--- src/rtl/serial_add_ctrl.sv ---
// Bit-serial adder controller around a 1-bit full-adder cell, LSB first; done pulses WIDTH+1 cycles after start.
// No backpressure: start is only taken in IDLE/DONE and ignored while busy. SERIAL_ADD_SUB_EN adds sub/ovf.
module serial_add_ctrl #(
  parameter int WIDTH = 8
) (
  input  logic             clk,
  input  logic             reset_n,
  input  logic             start,
  input  logic [WIDTH-1:0] op_a,
  input  logic [WIDTH-1:0] op_b,
`ifdef SERIAL_ADD_SUB_EN
  input  logic             sub,
  output logic             ovf,
`endif
  output logic             busy,
  output logic             done,
  output logic [WIDTH-1:0] result,
  output logic             carry_out,
  output logic             fa_a,
  output logic             fa_b,
  output logic             fa_cin,
  input  logic             fa_sum,
  input  logic             fa_cout
);

  localparam int CW = (WIDTH > 1) ? $clog2(WIDTH) : 1;
  localparam logic [CW-1:0] LAST_CNT = CW'(WIDTH - 1);

  typedef enum logic [1:0] {IDLE, SHIFT, DONE} state_t;

  state_t           state;
  state_t           state_nxt;
  logic [WIDTH-1:0] a_sh;
  logic [WIDTH-1:0] b_sh;
  logic [WIDTH-1:0] res_sh;
  logic [WIDTH-1:0] res_final;
  logic [CW-1:0]    cnt;
  logic             carry;
  logic             accept;
  logic             last;
  logic             sub_sel;

`ifdef SERIAL_ADD_SUB_EN
  assign sub_sel = sub;
`else
  assign sub_sel = 1'b0;
`endif

  assign accept    = start && ((state == IDLE) || (state == DONE));
  assign last      = (state == SHIFT) && (cnt == LAST_CNT);
  assign res_final = {fa_sum, res_sh[WIDTH-1:1]};

  // The operand shifters zero-fill and the carry flop is cleared on the last
  // bit, so the cell feed is naturally 0 outside SHIFT with no gating.
  assign fa_a   = a_sh[0];
  assign fa_b   = b_sh[0];
  assign fa_cin = carry;

  always_ff @(posedge clk) begin
    if (!reset_n) begin
      state <= IDLE;
    end else begin
      state <= state_nxt;
    end
  end

  always_comb begin
    state_nxt = state;
    case (state)
      IDLE:    if (start) state_nxt = SHIFT;
      SHIFT:   if (cnt == LAST_CNT) state_nxt = DONE;
      DONE:    state_nxt = start ? SHIFT : IDLE;
      default: state_nxt = IDLE;
    endcase
  end

  always_comb begin
    busy = 1'b0;
    done = 1'b0;
    case (state)
      SHIFT:   busy = 1'b1;
      DONE:    done = 1'b1;
      default: ;
    endcase
  end

  always_ff @(posedge clk) begin
    if (!reset_n) begin
      a_sh      <= '0;
      b_sh      <= '0;
      res_sh    <= '0;
      cnt       <= '0;
      carry     <= 1'b0;
      result    <= '0;
      carry_out <= 1'b0;
    end else if (accept) begin
      a_sh   <= op_a;
      b_sh   <= sub_sel ? ~op_b : op_b;
      carry  <= sub_sel;
      res_sh <= '0;
      cnt    <= '0;
    end else if (state == SHIFT) begin
      a_sh   <= a_sh >> 1;
      b_sh   <= b_sh >> 1;
      res_sh <= res_final;
      cnt    <= cnt + 1'b1;
      if (last) begin
        // Result is captured here so it is already valid during the DONE cycle.
        carry     <= 1'b0;
        result    <= res_final;
        carry_out <= fa_cout;
      end else begin
        carry <= fa_cout;
      end
    end
  end

`ifdef SERIAL_ADD_SUB_EN
  // On the MSB bit the carry flop holds the carry into the MSB.
  always_ff @(posedge clk) begin
    if (!reset_n) begin
      ovf <= 1'b0;
    end else if (last) begin
      ovf <= carry ^ fa_cout;
    end
  end
`endif

endmodule

--- config.mk ---
export PLATFORM = sky130hd
export DESIGN_NAME = serial_add_ctrl
export DESIGN_NICKNAME = d
export VERILOG_FILES = /design/src/rtl/serial_add_ctrl.sv
export SDC_FILE = /design/constraint.sdc
export NUM_CORES = 1
export LEC_CHECK = 0
export ABC_CLOCK_PERIOD_IN_PS = 4400
export CORE_MARGIN = 2
export CORE_UTILIZATION = 30
export DETAILED_ROUTE_END_ITERATION = 10
export REMOVE_ABC_BUFFERS = 1
export SETUP_SLACK_MARGIN = 0.15
export SKIP_CTS_REPAIR_TIMING = 1
export SYNTH_ARGS = -nofsm -noshare
export SYNTH_HDL_FRONTEND = slang
export SYNTH_SLANG_ARGS = --single-unit
--- constraint.sdc ---
create_clock -name clk -period 4.4 [get_ports clk]
set_clock_uncertainty 0.2 [all_clocks]
set_input_delay 0.44 -clock clk [delete_from_list [all_inputs] [get_ports clk]]
set_output_delay 0.44 -clock clk [all_outputs]
set_load 0.05 [all_outputs]
# Yosys cells after proc, flatten, opt, wreduce, memory -nomap -nowiden
# Index checks and enable logic that the tools add are counted.
[classes]
multipliers = 0
addsub = 1
n_eq_ne = 5
reduce_logical = 8
n_div = 0
bitwise = 2
muxes = 11
order_cmp = 0
shift = 0
[ops]
columns = ["cell", "count"]
rows = [
  ["8-bit 2-to-1 mux", 4],
  ["2-bit one-hot mux with 3 select lines", 1],
  ["1-bit 2-to-1 mux", 4],
  ["2-bit 2-to-1 mux", 2],
  ["2-bit inequality test, second input constant", 2],
  ["3-bit by 1-bit adder with 3-bit output, second input constant", 1],
  ["3-bit equality test, second input constant", 1],
  ["3-bit AND reduction", 1],
  ["2-bit by 1-bit equality test with 1-bit output, second input constant", 1],
  ["2-bit equality test, second input constant", 1],
  ["1-bit logical AND", 2],
  ["2-bit logical NOT", 1],
  ["1-bit inverter", 2],
  ["2-bit AND reduction", 1],
  ["2-bit nonzero test", 1],
  ["2-bit OR reduction", 1],
  ["1-bit logical OR", 1],
]
[word_totals]
rom_bits = 0
mem_count = 0
out_inout_bits = 14
ramBits = 0
input_bits = 21
wordCells = 35
latchBits = 0
reg_bits = 39

# Logic depth before layout (Yosys ltp)
# Gate-level depths: netlist of the first run.
[depth]
word_depth = 5
ltp_mapped = 6
ltp_nobuf = 5

# Worst setup path after synthesis of the first run
# Ideal clock, no wire load.
[synth_path]
path_kind = "register to output"
from = "reg state[1]"
to = "out done"
slack_ps = 2737
required_time_ps = 3760
arrival_ps = 1023
path_buffers = 0
path_stages_with_launch = 2
cell_sequence = "dfxtp_1 nor2b_1"
[synth_between]
elab_chain_cells = 2
[synth_rtl]
columns = ["element", "line", "text"]
rows = [
  ["start: declaration", "31", "state_t state;"],
  ["start signal: assignment", "63", "state <= state_nxt;"],
  ["2-bit equality test", "80", "case (state)"],
  ["1-bit 2-to-1 mux", "80", ""],
  ["end: declaration", "16", "output logic done,"],
]
# Every way passes these cells.

# Final worst setup path of the first run
[layout_path]
from = "reg state[0]"
to = "out busy"
[layout_between]
elab_chain_cells = 2
[layout_rtl]
columns = ["element", "line", "text"]
rows = [
  ["2-bit by 1-bit equality test with 1-bit output", "80", ""],
  ["1-bit 2-to-1 mux", "80", ""],
  ["end: declaration", "15", "output logic busy,"],
]
# Every way passes these cells.

==> results of run 1 <==
per-stage QoR:
stage	util	setup slack [ns]	cell area [µm²]	total power [mW]
global placement	0.387	1.95	1850	0.467
CTS	0.403	1.83	1930	0.687
floorplan	-	2.57	1420	0.427
detailed placement	0.387	1.91	1850	0.467
global route	0.403	1.72	1930	0.710
finish	0.403	1.83	1930	0.679
synth_stat cells, drive strengths merged:
master	instances	area, µm²
nand2	39	146
dfxtp	38	761
a21boi	12	90.1
buf	12	86.3
nand3	12	60.1
a21oi	11	55.1
nor2	10	37.5
nor3	9	45.0
o221ai	9	78.8
o21ai	4	20.0
a31oi	3	18.8
a22oi	2	15.0
clkbuf	2	7.51
ha	2	25.0
nand2b	2	12.5
nand3b	2	15.0
nor2b	2	12.5
and2	1	6.26
and3	1	6.26
inv	1	8.76
xnor2	1	8.76
cells by family after synthesis:
family	synth area share
AO/OA/AOI/OAI	0.183
XOR/XNOR	0.00578
flip-flops	0.502
buffers and inverters	0.0677
adder cells (fa/ha/maj)	0.0165
AND/OR/NAND/NOR	0.225
worst paths after layout:
path             start        end  slack (ns)  depth (start not counted)
max           state[0]       busy        1.83                          3
min          result[6]  result[6]        0.25                          2
max reg2reg   state[0]  res_sh[2]        2.51                          3
min reg2reg  result[6]  result[6]        0.25                          2
final cells by class:
cell class                 count  area (µm²)
inverter                       1        8.76
sequential                    38         761
fill                         499        2860
clock buffer                   7        76.3
tap                           67        83.8
multi-input combinational    122         653
timing repair buffer          35         348
state kept, by name (all words and copies together) (netlist names):
name and flops:
res_sh 7, cnt 3, b_sh 8, fa_cin 1, carry_out 1, result 8
a_sh 8, state 2
worst max-delay path, delay by kind of cell, from the launching register on:
kind | cells | cell delay, ns
DFF | 1 | 0.38
and+or+nand+nor | 1 | 0.15
buffers and inverters | 2 | 1.11
per-layer routing:
metal	track usage	up-vias	wire (µm)
met3	0.0442	5	141
met2	0.191	26	1400
met5	0	-	0
met1	0.151	571	1560
li1	-	659	-
met4	0.0476	0	59
power by group:
| group | internal, mW | total, mW | switching, mW | leakage [nW] |
|---|---|---|---|---|
| Sequential | 0.360 | 0.368 | 0.00836 | 0.310 |
| Clock | 0.109 | 0.220 | 0.111 | 0.0383 |
| Combinational | 0.0392 | 0.0910 | 0.0518 | 0.302 |
==> flow_summary_export.csv, run 1 <==
group,metric,value,unit
place,place.gp.congestion,0.727,
sta,rsz0062_at_grt,"false",
synth,ys_warn_count,0,
worst_setup_path,cp_slowest_cell,"clkdlybuf4s50_1",
worst_setup_path,crit_arrival,1.93,ns
global_routing,antenna_found_initial,0,
synth,synth_sequential_area_ratio,0.502,
place,hpwl,1.99,mm
worst_setup_path,end_kind,"primary output",
worst_setup_path,slowest_delay,0.86,ns
drt,viasPerCell,4.67,
run_status,outcome,"complete, no violations",
layout,layout_common_cells,"39 x nand2_1, 38 x dfxtp_1, 34 x clkdlybuf4s50_1",
place,io_buffer_count,34,
run,drv_cap,0,
drt,drt_iter0_drc,84,
clocking,cts_sinks,38,
drt,drt-pass1-iter-count,4,
floorplan,die_height,75.1,µm
power_and_ir_drop,p_leak,0.650,nW
clocking,cts_max_level,2,
global_routing,track_usage,0.121,
floorplan,rows,25,
worst_setup_path,crit_fanout,36,
floorplan,pin_count,35,
global_routing,grt_max_degree,37,
drt,drcViolationCount,0,
floorplan,die_x,75.1,µm
worst_setup_path,crit_chain,"nand2b_1 > inv_6 > clkdlybuf4s50_1",
sta,fmaxAchievable,389,MHz
clocking,cts.reportedPaths.clkPinSlew,0.07,ns
clocking,cts_tree,"built",
clocking,clock_latency,0.29,ns
layout,final_common_cell,"nand2_1",
layout,layoutNonFillerInstCount,270,
sta,timing.final.crit_share,0.584,
sta,finalHoldViolations,0,
sta,tightestPinTransition,0.939,ns
worst_setup_path,worstSetupStartpointType,"flop",
min_path,min_path_type,"reg2reg",
floorplan,core_area,0.00479,mm²
sta,fin_tns_setup,0,ns
clocking,clockBufferDepth,2,
synth,synth-seq-cells,38,
synth,synth_area_per_cell,8.67,µm²
global_routing,gr-total-overflow,0,
floorplan,start_util,0.317,
layout,drive_above_1_share,0.0345,
power_and_ir_drop,p_per_area,352,mW/mm²
layout,diodes,0,
power_and_ir_drop,worst_ir_drop_vdd,0.138,mV
clocking,root_buffer,"clkbuf_8",
sta,setup_viol,0,
global_routing,grt_pass1_vias,1169,
synth,synthCells,175,
drt,drt_wl_total,3.16,mm
place,dp.cells,263,
worst_setup_path,required,3.76,ns
drt,ant_nets,0,
sta,slew_headroom,0.373,
synth,syn-cell-area,0.00152,mm²
sta,drv_slew,0,
sta,finalCriticalPeriod,2.57,ns
layout,finalNetCount,226,
global_routing,grt_pass1_wl,5.11,mm
worst_setup_path,critical_path_class,"reg2out",
drt,num_vias,1261,
drt,drt-wirelength-per-cell,11.7,µm
floorplan,die_area,0.00564,mm²
synth,synthDistinctLibCells,25,
layout,area_delta_synth_final,27.3,%
sta,hold_ws,0.252,ns
clocking,cts_buffers,5,
(Power assumes the default switching activity.)
==> run 2, diff against run 1 <==
Settings changed: ABC_CLOCK_PERIOD_IN_PS 4400 to 2100.
Clock period 4.4 ns to 2.1 ns, I/O delays scaled along.
==> run 2 against run 1 <==
Effect of this change: sequential share of layout area shrank 1.7 points; routed wire length grew 4.0%; first-iteration DRC count down 9.5%; clock-buffer cell count unchanged; combinational power up 130%; critical path depth shrank 2; global-route usage is 0.77 points higher; utilization grew 1.8 points; clock power is 130% higher; flip-flop and latch count stayed put; worst hold slack about the same.
==> flow_summary_export.csv, run 2 (synthesis gave the netlist of run 1 again) <==
group,metric,value,unit
power_and_ir_drop,p_int,1.12,mW
worst_setup_path,cp_top_family,"buffers and inverters",
power_and_ir_drop,clkPwrFrac,0.342,
sta,setup_viol,0,
layout,finalNetCount,232,
power_and_ir_drop,p_leak,0.718,nW
clocking,clockBufferDepth,2,
layout,top_regs,"a_sh x8, b_sh x8, result x8",
drt,ant_nets,0,
global_routing,antenna_found_initial,0,
worst_setup_path,worstSetupStartpointType,"flop",
min_path,min_path_type,"reg2reg",
drt,drt_wl_total,3.28,mm
sta,fin_tns_setup,0,ns
worst_setup_path,cp_slowest_cell,"clkdlybuf4s50_1",
drt,drt-wirelength-per-cell,11.9,µm
clocking,cts_buffers,5,
drt,drcViolationCount,0,
sta,timing.final.crit_share,0.883,
power_and_ir_drop,switching_share,0.252,
drt,num_vias,1289,
clocking,clock_latency,0.28,ns
worst_setup_path,crit_arrival,1.44,ns
drt,drt_iter0_drc,76,
run_status,outcome,"complete, no violations",
global_routing,track_usage,0.129,
place,hpwl,2.20,mm
layout,area_delta_synth_final,32.9,%
power_and_ir_drop,switchingPower,0.376,mW
sta,slew_headroom,0.664,
worst_setup_path,crit_chain,"clkdlybuf4s50_1",
power_and_ir_drop,comb_power_share,0.140,
power_and_ir_drop,seq_power_share,0.518,
sta,finalHoldViolations,0,
power_and_ir_drop,worst_ir_drop_vdd,0.213,mV
global_routing,grt_max_degree,37,
floorplan,die_x,75.1,µm
clocking,cts_tree,"built",
floorplan,die_area,0.00564,mm²
sta,rsz0062_at_grt,"false",
place,io_buffer_count,34,
worst_setup_path,critical_path_class,"reg2out",
power_and_ir_drop,p_per_area,740,mW/mm²
layout,final_common_cell,"nand2_1",
clocking,root_buffer,"clkbuf_8",
layout,layout_common_cells,"39 x nand2_1, 38 x dfxtp_1, 32 x clkdlybuf4s50_1",
global_routing,gr-total-overflow,0,
worst_setup_path,end_kind,"primary output",
worst_setup_path,required,1.69,ns
place,place.gp.congestion,0.738,
sta,finalCriticalPeriod,1.85,ns
floorplan,core_area,0.00479,mm²
floorplan,start_util,0.317,
run,drv_cap,0,
worst_setup_path,slowest_delay,0.81,ns
drt,viasPerCell,4.65,
floorplan,die_height,75.1,µm
sta,tightestPinTransition,0.502,ns
global_routing,grt_pass1_wl,5.44,mm
sta,drv_slew,0,
clocking,cts.reportedPaths.clkPinSlew,0.07,ns
clocking,cts_sinks,38,
layout,diodes,0,
worst_setup_path,critPathBufInv,1,
floorplan,pin_count,35,
sta,hold_ws,0.252,ns
floorplan,rows,25,
layout,drive_above_1_share,0.0762,
drt,drt-pass1-iter-count,4,
sta,fmaxAchievable,539,MHz
global_routing,grt_pass1_vias,1205,
clocking,cts_max_level,2,
worst_setup_path,crit_fanout,2,
run 2: cell count changes in the layout (fill, tap and decap cells not counted):
cell	change
clkinv_2	+1
clkdlybuf4s50_1	-2
buf_4	+5
clkbuf_1	-1
dlymetal6s2s_1	+1
buf_12	+2
clkbuf_8	+1
run 2: per-stage QoR:
step | cell area [µm²] | cells | power (mW) | worst slack [ns] | utilization
after detailed placement | 1920 | 269 | 0.999 | 0.396 | 0.402
final | 2020 | 277 | 1.49 | 0.246 | 0.421
after global routing | 2020 | 277 | 1.56 | 0.205 | 0.421
after floorplan | 1420 | 161 | 0.894 | 0.275 | -
after CTS | 2010 | 277 | 1.51 | 0.113 | 0.421
after global placement | 1920 | 269 | 0.998 | 0.413 | 0.402
run 2: per-layer routing:
metal  wire, µm  GRT usage
met3        155     0.0455
met5          0          0
met2       1390      0.190
met4         57     0.0595
met1       1680      0.169
run 2: layout make-up:
| cell class | instances | area [µm²] |
|---|---|---|
| Inverter | 1 | 8.76 |
| Tap cell | 67 | 83.8 |
| Multi-Input combinational cell | 122 | 653 |
| Fill cell | 493 | 2770 |
| Clock buffer | 7 | 86.3 |
| Timing Repair Buffer | 41 | 418 |
| Clock inverter | 1 | 5.00 |
| Sequential cell | 38 | 761 |
run 2: worst paths after layout:
path / to / slack, ns / cells after the start / startpoint
setup / recovery: result[4] / 0.25 / 1 / result[4]
hold / removal: b_sh[7] / 0.25 / 2 / b_sh[7]
setup reg to reg: result[1] / 0.57 / 5 / cnt[0]
hold reg to reg: b_sh[7] / 0.25 / 2 / b_sh[7]
run 2: power by group through the flow:
stage          Sequential [mW]  Combinational (mW)  Clock (mW)
2_1_floorplan            0.799              0.0951           0
3_3_place_gp             0.788               0.209           0
3_5_place_dp             0.789               0.210           0
4_1_cts                  0.772               0.211       0.530
5_1_grt                  0.777               0.231       0.557
6_report                 0.772               0.209       0.510
==> run 3, diff against run 2 <==
Settings changed: CORE_ASPECT_RATIO from default to 0.75.
==> run 3 against run 2 <==
Effect of this change: worst hold slack better by 0.0042 ns; global-route usage down 0.23 points; worst setup slack better by 0.00077 ns; first-iteration DRC count up 24%; critical endpoint is now result[3].
==> flow_summary_export.csv, run 3 (synthesis gave the netlist of run 1 again) <==
group,metric,value,unit
power_and_ir_drop,switchingPower,0.384,mW
drt,viasPerCell,4.78,
power_and_ir_drop,clkPwrFrac,0.374,
global_routing,grt_max_degree,37,
layout,fill_cells,491,
clocking,clock_latency,0.29,ns
place,place.gp.congestion,0.723,
layout,final_common_cell,"nand2_1",
sta,drv_slew,0,
global_routing,antenna_found_initial,0,
min_path,min_path_type,"reg2reg",
worst_setup_path,end_kind,"primary output",
floorplan,pin_count,35,
run_status,outcome,"complete, no violations",
power_and_ir_drop,p_int,1.18,mW
power_and_ir_drop,p_per_area,774,mW/mm²
drt,num_vias,1296,
drt,drt_wl_total,3.28,mm
clocking,root_buffer,"clkbuf_8",
worst_setup_path,r2r-start,"cnt[0]",
sta,fmaxAchievable,540,MHz
worst_setup_path,cp_slowest_cell,"clkdlybuf4s50_1",
clocking,cts_max_level,2,
drt,drcViolationCount,0,
global_routing,track_usage,0.127,
floorplan,die_x,86.1,µm
power_and_ir_drop,p_leak,0.727,nW
clocking,cts_tree,"built",
place,io_buffer_count,34,
worst_setup_path,critical_path_class,"reg2out",
power_and_ir_drop,power,1.56,mW
clocking,cts_buffers,5,
clocking,cts_sinks,38,
drt,drt-pass1-iter-count,4,
sta,finalHoldViolations,0,
place,hpwl,2.15,mm
min_path,min_from,"result[4]",
worst_setup_path,critPathBufInv,1,
drt,ant_nets,0,
power_and_ir_drop,worst_ir_drop_vdd,0.190,mV
clocking,cts.reportedPaths.clkPinSlew,0.07,ns
clocking,clockBufferDepth,2,
layout,finalNetCount,233,
global_routing,grt_pass1_wl,5.51,mm
layout,top_regs,"a_sh x8, b_sh x8, result x8",
floorplan,rows,22,
worst_setup_path,worstSetupStartpointType,"flop",
global_routing,gr-total-overflow,0,
run,drv_cap,0,
power_and_ir_drop,switching_share,0.246,
floorplan,die_height,65.6,µm
floorplan,die_area,0.00565,mm²
sta,timing.final.crit_share,0.883,
sta,slew_headroom,0.606,
worst_setup_path,critPathLaunch,"result[3]",
sta,hold_ws,0.256,ns
sta,tightestPinTransition,0.589,ns
layout,area_delta_synth_final,33.3,%
sta,fin_tns_setup,0,ns
worst_setup_path,crit_chain,"clkdlybuf4s50_1",
worst_setup_path,crit_fanout,2,
layout,drive_above_1_share,0.0853,
sta,rsz0062_at_grt,"false",
layout,layout_common_cells,"39 x nand2_1, 38 x dfxtp_1, 32 x clkdlybuf4s50_1",
floorplan,start_util,0.311,
worst_setup_path,slowest_delay,0.81,ns
global_routing,grt_pass1_vias,1194,
sta,setup_viol,0,
worst_setup_path,crit_arrival,1.44,ns
sta,finalCriticalPeriod,1.85,ns
power_and_ir_drop,comb_power_share,0.132,
layout,diodes,0,
power_and_ir_drop,seq_power_share,0.494,
drt,drt_iter0_drc,94,
drt,drt-wirelength-per-cell,12.1,µm
floorplan,core_area,0.00487,mm²
worst_setup_path,cp_top_family,"buffers and inverters",
worst_setup_path,required,1.69,ns
==> run 3: changes by cell type in the layout (fill, tap and decap cells not counted) <==
| cell | previous run | this run |
|---|---|---|
| buf_12 | 2 | 1 |
| buf_4 | 6 | 8 |
| clkbuf_1 | 1 | 0 |
| clkbuf_8 | 6 | 8 |
| clkinv_2 | 1 | 0 |
==> run 3: final cells by class <==
cell class / count / area [µm²] / area share
clock buffer: 8 / 110 / 0.0545
inverter: 1 / 8.76 / 0.00433
multi-input combinational: 122 / 653 / 0.323
sequential: 38 / 761 / 0.376
tap: 60 / 75.1 / 0.0372
timing repair buffer: 42 / 413 / 0.204
==> run 3: path summary, 6_finish.rpt <==
| kind | slack [ns] | cells after the start | endpoint |
|---|---|---|---|
| worst max-delay path | 0.25 | 1 | result[3] |
| worst min-delay path | 0.26 | 2 | result[4] |
| worst max register to register | 0.56 | 5 | result[1] |
| worst min register to register | 0.26 | 2 | result[4] |
==> run 3: layer usage <==
metal  global-route usage  vias up  wire length [µm]
met5                    0        -                 0
met4               0.0417        0                36
met3               0.0540        3               169
met2                0.194       29              1440
met1                0.160      592              1640
li1                     -      672                 -
==> run 3: per-stage QoR <==
step | util | setup slack [ns] | std cells | instance area, µm²
after floorplan | - | 0.275 | 161 | 1420
after global placement | 0.392 | 0.383 | 263 | 1910
after detailed placement | 0.392 | 0.320 | 263 | 1910
after CTS | 0.414 | 0.115 | 271 | 2020
after global routing | 0.415 | 0.202 | 271 | 2020
final | 0.415 | 0.247 | 271 | 2020
==> run 3: power groups by stage <==
| stage | clock [mW] | sequential (mW) | combinational (mW) |
|---|---|---|---|
| floorplan | 0 | 0.799 | 0.0951 |
| CTS | 0.601 | 0.772 | 0.209 |
| global route | 0.633 | 0.776 | 0.227 |
| global placement | 0 | 0.788 | 0.206 |
| finish | 0.585 | 0.772 | 0.207 |
| detailed placement | 0 | 0.788 | 0.208 |
